<file path="src/rtl/mem_wb_pkg.sv">
// mem_wb_pkg: shared definitions for the MEM/WB pipeline register.
//   RegBus / RegAddrBus : datapath and register-address widths
//   ZeroWord            : all-zero datapath word
//   WriteEnable/Disable : regfile write-enable polarity
//   ReadEnable/Disable  : memory-read (load result) polarity
//   load_op_e           : load-op encodings LB_OP .. LW_OP (5-7 behave as LW)
//   sext8/sext16/zext8/zext16 : extension helpers used by load alignment
package mem_wb_pkg;

    localparam int RegBus     = 32;
    localparam int RegAddrBus = 5;

    localparam logic [RegBus-1:0] ZeroWord = 32'h0000_0000;

    localparam logic WriteEnable  = 1'b1;
    localparam logic WriteDisable = 1'b0;
    localparam logic ReadEnable   = 1'b1;
    localparam logic ReadDisable  = 1'b0;

    typedef enum logic [2:0] {
        LB_OP  = 3'd0,
        LBU_OP = 3'd1,
        LH_OP  = 3'd2,
        LHU_OP = 3'd3,
        LW_OP  = 3'd4
    } load_op_e;

    function automatic logic [31:0] sext8(input logic [7:0] b);
        return {{24{b[7]}}, b};
    endfunction

    function automatic logic [31:0] zext8(input logic [7:0] b);
        return {24'h00_0000, b};
    endfunction

    function automatic logic [31:0] sext16(input logic [15:0] h);
        return {{16{h[15]}}, h};
    endfunction

    function automatic logic [31:0] zext16(input logic [15:0] h);
        return {16'h0000, h};
    endfunction

endpackage

</file>
<file path="src/rtl/mem_wb_if.sv">
// mem_wb_if: MEM-stage result bundle into the MEM/WB register and the
// registered write-back bundle out of it.
//   master modport : drives mem_* and stall/flush, observes wb_* and retire_cnt
//   slave modport  : the mem_wb register itself
// Optional macro MEM_WB_HILO_EN adds mem_whilo/mem_hi/mem_lo and
// wb_whilo/wb_hi/wb_lo.
import mem_wb_pkg::*;

interface mem_wb_if #(
    parameter int DATA_W = RegBus,
    parameter int ADDR_W = RegAddrBus
);
    logic              stall_mem;
    logic              stall_wb;
    logic              flush;
    logic              mem_valid;
    logic              mem_wreg;
    logic [ADDR_W-1:0] mem_waddr;
    logic [DATA_W-1:0] mem_wdata;
    logic              mem_is_load;
    logic [2:0]        mem_load_op;
    logic [1:0]        mem_addr_lo;
    logic [DATA_W-1:0] mem_rdata;
    logic              wb_valid;
    logic              wb_we;
    logic [ADDR_W-1:0] wb_waddr;
    logic [DATA_W-1:0] wb_wdata;
    logic [31:0]       retire_cnt;
`ifdef MEM_WB_HILO_EN
    logic              mem_whilo;
    logic [DATA_W-1:0] mem_hi;
    logic [DATA_W-1:0] mem_lo;
    logic              wb_whilo;
    logic [DATA_W-1:0] wb_hi;
    logic [DATA_W-1:0] wb_lo;
`endif

    modport master (
        output stall_mem, stall_wb, flush,
        output mem_valid, mem_wreg, mem_waddr, mem_wdata,
        output mem_is_load, mem_load_op, mem_addr_lo, mem_rdata,
`ifdef MEM_WB_HILO_EN
        output mem_whilo, mem_hi, mem_lo,
        input  wb_whilo, wb_hi, wb_lo,
`endif
        input  wb_valid, wb_we, wb_waddr, wb_wdata, retire_cnt
    );

    modport slave (
        input  stall_mem, stall_wb, flush,
        input  mem_valid, mem_wreg, mem_waddr, mem_wdata,
        input  mem_is_load, mem_load_op, mem_addr_lo, mem_rdata,
`ifdef MEM_WB_HILO_EN
        input  mem_whilo, mem_hi, mem_lo,
        output wb_whilo, wb_hi, wb_lo,
`endif
        output wb_valid, wb_we, wb_waddr, wb_wdata, retire_cnt
    );

endinterface

</file>
<file path="src/rtl/mem_wb_load_align.sv">
// mem_wb_load_align: purely combinational big-endian load extractor.
//   rdata   in  32 raw data-memory word
//   addr_lo in  2  byte offset (bit 0 ignored for halfwords; misalignment
//                  is trapped upstream)
//   load_op in  3  LB/LBU/LH/LHU/LW; codes 5-7 behave as LW
//   word    out 32 aligned, extended load value
import mem_wb_pkg::*;

module mem_wb_load_align (
    input  logic [31:0] rdata,
    input  logic [1:0]  addr_lo,
    input  logic [2:0]  load_op,
    output logic [31:0] word
);

    logic [7:0]  byte_s;
    logic [15:0] half_s;

    // Big-endian lane select: offset 0 is the most significant byte.
    always_comb begin
        byte_s = 8'h00;
        case (addr_lo)
            2'd0:    byte_s = rdata[31:24];
            2'd1:    byte_s = rdata[23:16];
            2'd2:    byte_s = rdata[15:8];
            2'd3:    byte_s = rdata[7:0];
            default: byte_s = rdata[31:24];
        endcase
        if (addr_lo[1]) begin
            half_s = rdata[15:0];
        end else begin
            half_s = rdata[31:16];
        end
    end

    // Extension by load kind; unknown codes fall back to a full word.
    always_comb begin
        word = rdata;
        case (load_op_e'(load_op))
            LB_OP:   word = sext8(byte_s);
            LBU_OP:  word = zext8(byte_s);
            LH_OP:   word = sext16(half_s);
            LHU_OP:  word = zext16(half_s);
            LW_OP:   word = rdata;
            default: word = rdata;
        endcase
    end

endmodule

</file>
<file path="src/rtl/mem_wb.sv">
// mem_wb: MEM/WB pipeline register.
//   clk, rst : clock and synchronous active-high reset
//   bus      : mem_wb_if.slave -- stall/flush controls, MEM-stage result in,
//              registered regfile write (wb_valid/wb_we/wb_waddr/wb_wdata)
//              and retire_cnt out
// Per edge, highest priority first: rst clears, flush bubbles, a MEM stall
// with WB free bubbles, a stall of both holds, otherwise capture.
// Optional macro MEM_WB_HILO_EN adds the registered HI/LO write path.
import mem_wb_pkg::*;

module mem_wb #(
    parameter int DATA_W = RegBus,
    parameter int ADDR_W = RegAddrBus
) (
    input logic     clk,
    input logic     rst,
    mem_wb_if.slave bus
);

    logic              valid_r;
    logic              we_r;
    logic [ADDR_W-1:0] waddr_r;
    logic [DATA_W-1:0] wdata_r;
    logic [31:0]       cnt_r;

    logic [DATA_W-1:0] load_word_s;
    logic [DATA_W-1:0] wdata_s;
    logic              we_s;
    logic              bubble_s;
    logic              hold_s;

    mem_wb_load_align u_align (
        .rdata   (bus.mem_rdata),
        .addr_lo (bus.mem_addr_lo),
        .load_op (bus.mem_load_op),
        .word    (load_word_s)
    );

    // Next-capture values and the stall/flush decode.
    always_comb begin
        wdata_s  = bus.mem_wdata;
        we_s     = WriteDisable;
        bubble_s = 1'b0;
        hold_s   = 1'b0;
        if (bus.mem_is_load == ReadEnable) begin
            wdata_s = load_word_s;
        end else begin
            wdata_s = bus.mem_wdata;
        end
        if (bus.mem_valid && bus.mem_wreg) begin
            we_s = WriteEnable;
        end else begin
            we_s = WriteDisable;
        end
        // Flush outranks any stall, so flush plus hold still bubbles.
        if (bus.flush) begin
            bubble_s = 1'b1;
        end else if (bus.stall_mem) begin
            bubble_s = !bus.stall_wb;
            hold_s   = bus.stall_wb;
        end else begin
            bubble_s = 1'b0;
            hold_s   = 1'b0;
        end
    end

    // GPR write-back registers and the retired-instruction counter.
    always_ff @(posedge clk) begin
        if (rst) begin
            valid_r <= 1'b0;
            we_r    <= WriteDisable;
            waddr_r <= '0;
            wdata_r <= ZeroWord;
            cnt_r   <= 32'd0;
        end else if (bubble_s) begin
            valid_r <= 1'b0;
            we_r    <= WriteDisable;
            waddr_r <= '0;
            wdata_r <= ZeroWord;
        end else if (hold_s) begin
            valid_r <= valid_r;
        end else begin
            valid_r <= bus.mem_valid;
            we_r    <= we_s;
            waddr_r <= bus.mem_waddr;
            wdata_r <= wdata_s;
            // Natural 32-bit wrap from all-ones back to zero.
            if (bus.mem_valid) begin
                cnt_r <= cnt_r + 32'd1;
            end
        end
    end

    assign bus.wb_valid   = valid_r;
    assign bus.wb_we      = we_r;
    assign bus.wb_waddr   = waddr_r;
    assign bus.wb_wdata   = wdata_r;
    assign bus.retire_cnt = cnt_r;

`ifdef MEM_WB_HILO_EN
    logic              whilo_r;
    logic [DATA_W-1:0] hi_r;
    logic [DATA_W-1:0] lo_r;

    // HI/LO write registers follow the same rules as the GPR write.
    always_ff @(posedge clk) begin
        if (rst) begin
            whilo_r <= WriteDisable;
            hi_r    <= ZeroWord;
            lo_r    <= ZeroWord;
        end else if (bubble_s) begin
            whilo_r <= WriteDisable;
            hi_r    <= ZeroWord;
            lo_r    <= ZeroWord;
        end else if (hold_s) begin
            whilo_r <= whilo_r;
        end else begin
            whilo_r <= bus.mem_valid & bus.mem_whilo;
            hi_r    <= bus.mem_hi;
            lo_r    <= bus.mem_lo;
        end
    end

    assign bus.wb_whilo = whilo_r;
    assign bus.wb_hi    = hi_r;
    assign bus.wb_lo    = lo_r;
`endif

endmodule

</file>
<file path="src/flat_wrapper.sv">
// flat-port wrapper written by rule: the top's interface ports become plain ports
module mem_wb_flat 
#(
    parameter int DATA_W = RegBus,
    parameter int ADDR_W = RegAddrBus
)
  (clk, rst, bus_stall_mem, bus_stall_wb, bus_flush, bus_mem_valid, bus_mem_wreg, bus_mem_waddr, bus_mem_wdata, bus_mem_is_load, bus_mem_load_op, bus_mem_addr_lo, bus_mem_rdata, bus_wb_valid, bus_wb_we, bus_wb_waddr, bus_wb_wdata, bus_retire_cnt);
  mem_wb_if #(.DATA_W(DATA_W), .ADDR_W(ADDR_W)) bus_i ();
  input logic clk;
  input logic rst;
  input wire logic [$bits(bus_i.stall_mem)-1:0] bus_stall_mem;
  input wire logic [$bits(bus_i.stall_wb)-1:0] bus_stall_wb;
  input wire logic [$bits(bus_i.flush)-1:0] bus_flush;
  input wire logic [$bits(bus_i.mem_valid)-1:0] bus_mem_valid;
  input wire logic [$bits(bus_i.mem_wreg)-1:0] bus_mem_wreg;
  input wire logic [$bits(bus_i.mem_waddr)-1:0] bus_mem_waddr;
  input wire logic [$bits(bus_i.mem_wdata)-1:0] bus_mem_wdata;
  input wire logic [$bits(bus_i.mem_is_load)-1:0] bus_mem_is_load;
  input wire logic [$bits(bus_i.mem_load_op)-1:0] bus_mem_load_op;
  input wire logic [$bits(bus_i.mem_addr_lo)-1:0] bus_mem_addr_lo;
  input wire logic [$bits(bus_i.mem_rdata)-1:0] bus_mem_rdata;
  output wire logic [$bits(bus_i.wb_valid)-1:0] bus_wb_valid;
  output wire logic [$bits(bus_i.wb_we)-1:0] bus_wb_we;
  output wire logic [$bits(bus_i.wb_waddr)-1:0] bus_wb_waddr;
  output wire logic [$bits(bus_i.wb_wdata)-1:0] bus_wb_wdata;
  output wire logic [$bits(bus_i.retire_cnt)-1:0] bus_retire_cnt;
  assign bus_i.stall_mem = bus_stall_mem;
  assign bus_i.stall_wb = bus_stall_wb;
  assign bus_i.flush = bus_flush;
  assign bus_i.mem_valid = bus_mem_valid;
  assign bus_i.mem_wreg = bus_mem_wreg;
  assign bus_i.mem_waddr = bus_mem_waddr;
  assign bus_i.mem_wdata = bus_mem_wdata;
  assign bus_i.mem_is_load = bus_mem_is_load;
  assign bus_i.mem_load_op = bus_mem_load_op;
  assign bus_i.mem_addr_lo = bus_mem_addr_lo;
  assign bus_i.mem_rdata = bus_mem_rdata;
  assign bus_wb_valid = bus_i.wb_valid;
  assign bus_wb_we = bus_i.wb_we;
  assign bus_wb_waddr = bus_i.wb_waddr;
  assign bus_wb_wdata = bus_i.wb_wdata;
  assign bus_retire_cnt = bus_i.retire_cnt;
  mem_wb #(.DATA_W(DATA_W), .ADDR_W(ADDR_W)) u_core (.clk(clk), .rst(rst), .bus(bus_i));
endmodule
</file>
<file path="config.mk">
export PLATFORM = sky130hd
export DESIGN_NAME = mem_wb_flat
export DESIGN_NICKNAME = d
export VERILOG_FILES = /design/src/rtl/mem_wb_pkg.sv /design/src/rtl/mem_wb_if.sv /design/src/rtl/mem_wb_load_align.sv /design/src/rtl/mem_wb.sv /design/src/flat_wrapper.sv
export SDC_FILE = /design/constraint.sdc
export NUM_CORES = 1
export LEC_CHECK = 0
export ABC_CLOCK_PERIOD_IN_PS = 2500
export CAP_MARGIN = 15
export CORE_MARGIN = 2
export CORE_UTILIZATION = 60
export CTS_CLUSTER_SIZE = 20
export DETAILED_ROUTE_END_ITERATION = 10
export DONT_BUFFER_PORTS = 1
export PLACE_DENSITY = 0.75
export SETUP_SLACK_MARGIN = 0.4
export SKIP_CTS_REPAIR_TIMING = 1
export SLEW_MARGIN = 20
export SYNTH_ARGS = -nofsm -noshare
export SYNTH_HDL_FRONTEND = slang
export SYNTH_SLANG_ARGS = --single-unit
</file>
<file path="constraint.sdc">
create_clock -name clk -period 2.5 [get_ports clk]
set_input_delay 0.5 -clock clk [delete_from_list [all_inputs] [get_ports clk]]
set_output_delay 0.5 -clock clk [all_outputs]
set_load 0.05 [all_outputs]
</file>
==> impl_results.rst <==
.. list-table::
   :header-rows: 1

   * - Metric
     - Value
   * - Outcome
     - completed
   * - Most frequently used flop master after synthesis
     - sky130_fd_sc_hd__dfxtp_1
   * - Routed wire length
     - 10300 um
   * - Fraction of final layout cells with drive strength greater than 1
     - 0.168
   * - Final Hold Viols
     - 0
   * - Die width
     - 82.5 um
   * - RSZ-0062 raised after global routing
     - yes
   * - Maximum fanout along the worst path
     - 20
   * - Worst setup skew after layout
     - 0.0161 ns
   * - Largest net degree at the start of global routing
     - 59
   * - Average wire length per cell after detail routing
     - 18.9 um
   * - Area of the placeable core
     - 0.00596 mm2
   * - Slew HR
     - 0.517
   * - Maximum ir drop on the vdd rail
     - 0.000428 V
   * - Async SR Flop Fraction
     - 0
   * - CTS tree
     - done
   * - Effective utilization at floorplan
     - 0.621
   * - Leakage power
     - 1.40 nW
   * - Clock insertion delay at the later pin of the skew report
     - 0.35 ns
   * - CP max stage delay
     - 0.69 ns
   * - Initial antenna violation count
     - 0
   * - Number of warnings reported in the yosys synthesis log
     - 0
   * - Finished Layout Cells
     - 544
   * - Final Setup Violations
     - 0
   * - Count of nets left with antenna violations after detail routing
     - 0
   * - Cell variety after synth
     - 45
   * - GR Util All Layers
     - 0.291
   * - EDFF count, synth
     - 0
   * - Slowest stage cell on the critical path
     - sky130_fd_sc_hd__or4_4
   * - Final layout net count
     - 547
   * - Number of vias after detailed routing
     - 3531
   * - Routed via count divided by cell count
     - 6.49
   * - Hold_sp
     - rst
   * - Site row count
     - 28
   * - Nature of the critical path endpoint
     - flop
   * - Number of optimization iterations in the first detailed-route pass
     - 4
   * - Number of buffers created by CTS
     - 9
   * - Num ports
     - 153
   * - Post-synth design cell area
     - 0.00370 mm2
   * - Layout area overhead
     - 11.7%
   * - Crit path launch
     - u_core.bus.retire_cnt[0]
   * - Count of state elements after synthesis
     - 71
   * - Clock-pin slew of the registers on the worst-case setup and hold paths
     - 0.09 ns
   * - Sum of net half-perimeters after detailed placement
     - 7440 um
   * - Data arrival time of the critical path
     - 2.33 ns
   * - Final number of max-transition violations
     - 0
   * - Synth Net Count
     - 548
   * - GRT Residual Overflow
     - 0
   * - Top library cells by usage in the layout, fill and taps aside
     - sky130_fd_sc_hd__nand2_1, sky130_fd_sc_hd__dfxtp_1, sky130_fd_sc_hd__a21oi_1, sky130_fd_sc_hd__o21ai_0
   * - Fraction of the yosys area taken by sequential cells
     - 0.384
   * - Total of buffers placed on input and output ports
     - 0
   * - Critical path cell sequence
     - nand2_1, or4_4, or4_1, a21oi_1
   * - Starting DRT DRC Count
     - 168
   * - Tmin final
     - 2.06 ns
   * - P per Cell Area
     - 573 mW/mm2
   * - Fmax
     - 485 MHz
   * - Final core utilization
     - 0.693
   * - Worst Tran Pin Value
     - 0.724 ns
   * - Area of the die
     - 0.00681 mm2
   * - Die Span Y
     - 82.5 um
   * - Number of placed cells counting well taps
     - 527
   * - Crit Path Class
     - flop to flop
   * - Drt drc
     - 0
   * - Final Hold Slack
     - 0.208 ns
   * - H-tree lvl count
     - 3
   * - CTS Sinks
     - 71
   * - Class of the tightest hold or removal check
     - input pin to flop
   * - Routability-driven placement congestion ratio
     - 0.839
   * - Kind of launch point of the worst setup path
     - flop
   * - Root Buffer
     - sky130_fd_sc_hd__clkbuf_8
   * - Final sum of negative setup slack
     - 0 ns
   * - Vias in the first global route
     - 3166
   * - Commonest non-fill, non-tap cell in the layout
     - sky130_fd_sc_hd__nand2_1
   * - Post-synthesis area per instance
     - 7.95 um2
   * - Crit share post-route
     - 0.824
   * - Wire length of the first global-routing pass
     - 15100 um
   * - Endpoint required time on the critical path
     - 2.77 ns
   * - Source of the worst register-to-register timing path
     - u_core.bus.retire_cnt[0]
   * - Fill cell total of the finished layout
     - 509
   * - Cells after Synth
     - 465
   * - Clock buffer depth
     - 2
   * - Max Cap Violations
     - 0
   * - Antenna diode count
     - 0
==> where the power goes <==
part / switching, mW / total [mW] / internal [mW]
combinational: 0.0970 / 0.181 / 0.0845
clock: 0.449 / 0.932 / 0.483
sequential: 0.111 / 1.25 / 1.14
total: 0.656 / 2.37 / 1.71
==> stage by stage <==
step           cell area [um2]  setup WS [ns]  power, mW
6_report                  4130          0.440       2.37
5_1_grt                   4130          0.361       2.44
4_1_cts                   4080          0.272       2.37
3_5_place_dp              3880          0.277       1.46
3_3_place_gp              3880          0.319       1.46
2_1_floorplan             3780          0.393       1.45
==> routing by layer <==
metal	share of wire	global-route usage	up-vias	routed length [um]
met5	0	0	-	0
met4	0.019	0.103	0	199
met3	0.095	0.0957	17	974
met2	0.51	0.512	155	5210
met1	0.38	0.330	1639	3880
li1	-	-	1720	-
==> cell usage after synthesis (2+ instances only) <==
| library cell | n | area [um2] |
|---|---|---|
| sky130_fd_sc_hd__a31oi_1 | 8 | 50.1 |
| sky130_fd_sc_hd__mux2_2 | 9 | 101 |
| sky130_fd_sc_hd__nor4_1 | 8 | 50.1 |
| sky130_fd_sc_hd__nand3_1 | 10 | 50.1 |
| sky130_fd_sc_hd__o21ai_0 | 42 | 210 |
| sky130_fd_sc_hd__clkbuf_1 | 32 | 120 |
| sky130_fd_sc_hd__or3_1 | 10 | 62.6 |
| sky130_fd_sc_hd__o21a_1 | 5 | 37.5 |
| sky130_fd_sc_hd__o211ai_1 | 4 | 30.0 |
| sky130_fd_sc_hd__nor2_1 | 22 | 82.6 |
| sky130_fd_sc_hd__o22ai_1 | 2 | 12.5 |
| sky130_fd_sc_hd__a22oi_1 | 8 | 60.1 |
| sky130_fd_sc_hd__and4_1 | 3 | 26.3 |
| sky130_fd_sc_hd__mux2i_1 | 7 | 70.1 |
| sky130_fd_sc_hd__xor2_1 | 2 | 17.5 |
| sky130_fd_sc_hd__buf_1 | 2 | 7.51 |
| sky130_fd_sc_hd__o221ai_1 | 2 | 17.5 |
| sky130_fd_sc_hd__xnor2_1 | 7 | 61.3 |
| sky130_fd_sc_hd__dfxtp_1 | 71 | 1420 |
| sky130_fd_sc_hd__o2bb2ai_1 | 15 | 131 |
| sky130_fd_sc_hd__inv_1 | 9 | 33.8 |
| sky130_fd_sc_hd__a211o_1 | 4 | 35.0 |
| sky130_fd_sc_hd__nand4_1 | 8 | 50.1 |
| sky130_fd_sc_hd__nand2b_1 | 8 | 50.1 |
| sky130_fd_sc_hd__nor2b_1 | 7 | 43.8 |
| sky130_fd_sc_hd__a21oi_1 | 43 | 215 |
| sky130_fd_sc_hd__or4_1 | 11 | 82.6 |
| sky130_fd_sc_hd__nand2_1 | 65 | 244 |
| sky130_fd_sc_hd__a22o_1 | 4 | 35.0 |
| sky130_fd_sc_hd__o31ai_1 | 9 | 67.6 |
| sky130_fd_sc_hd__a221oi_1 | 8 | 70.1 |
| sky130_fd_sc_hd__nor3_1 | 7 | 35.0 |
==> logic make-up (layout without fill, tap and decap cells) <==
| group | count (synthesis) | count (layout) | share of synthesized area |
|---|---|---|---|
| adders and majority gates | 1 | 1 | 0.00338 |
| AOI/OAI and AO/OA | 157 | 157 | 0.269 |
| and+or+nand+nor | 167 | 167 | 0.229 |
| muxes | 16 | 16 | 0.0464 |
| buffers and inverters | 44 | 48 | 0.0467 |
| DFF | 71 | 71 | 0.384 |
| xor gates and xnor gates | 9 | 9 | 0.0213 |
==> path summary, 6_finish.rpt <==
check / slack (ns) / end / cells past startpoint
setup / recovery: 0.44 / u_core.bus.retire_cnt[23] / 4
setup reg to reg: 0.44 / u_core.bus.retire_cnt[23] / 4
hold reg to reg: 0.58 / u_core.bus.retire_cnt[22] / 2
hold / removal: 0.21 / u_core.bus.retire_cnt[21] / 1
==> critical path: cells and delay by family, from the launching register on <==
| family | cells | cell delay (ns) |
|---|---|---|
| and+or+nand+nor | 3 | 1.36 |
| DFF | 1 | 0.47 |
| AOI/OAI and AO/OA | 1 | 0.15 |
==> area by class of cell <==
type	instances	area [um2]	share of cell area
Clock inverter	6	58.8	0.0142
Clock buffer	10	138	0.0333
Sequential cell	71	1480	0.358
Timing Repair Buffer	23	180	0.0436
Tap cell	75	93.8	0.0227
Inverter	9	33.8	0.00818
Multi-Input combinational cell	350	2150	0.520
==> sequential cells by signal (all words and copies together) (netlist names) <==
register               flops
u_core.bus.wb_valid        1
u_core.bus.wb_we           1
u_core.bus.wb_wdata       32
u_core.bus.retire_cnt     32
u_core.bus.wb_waddr        5
Note: power is estimated with default switching activity, not from simulation.
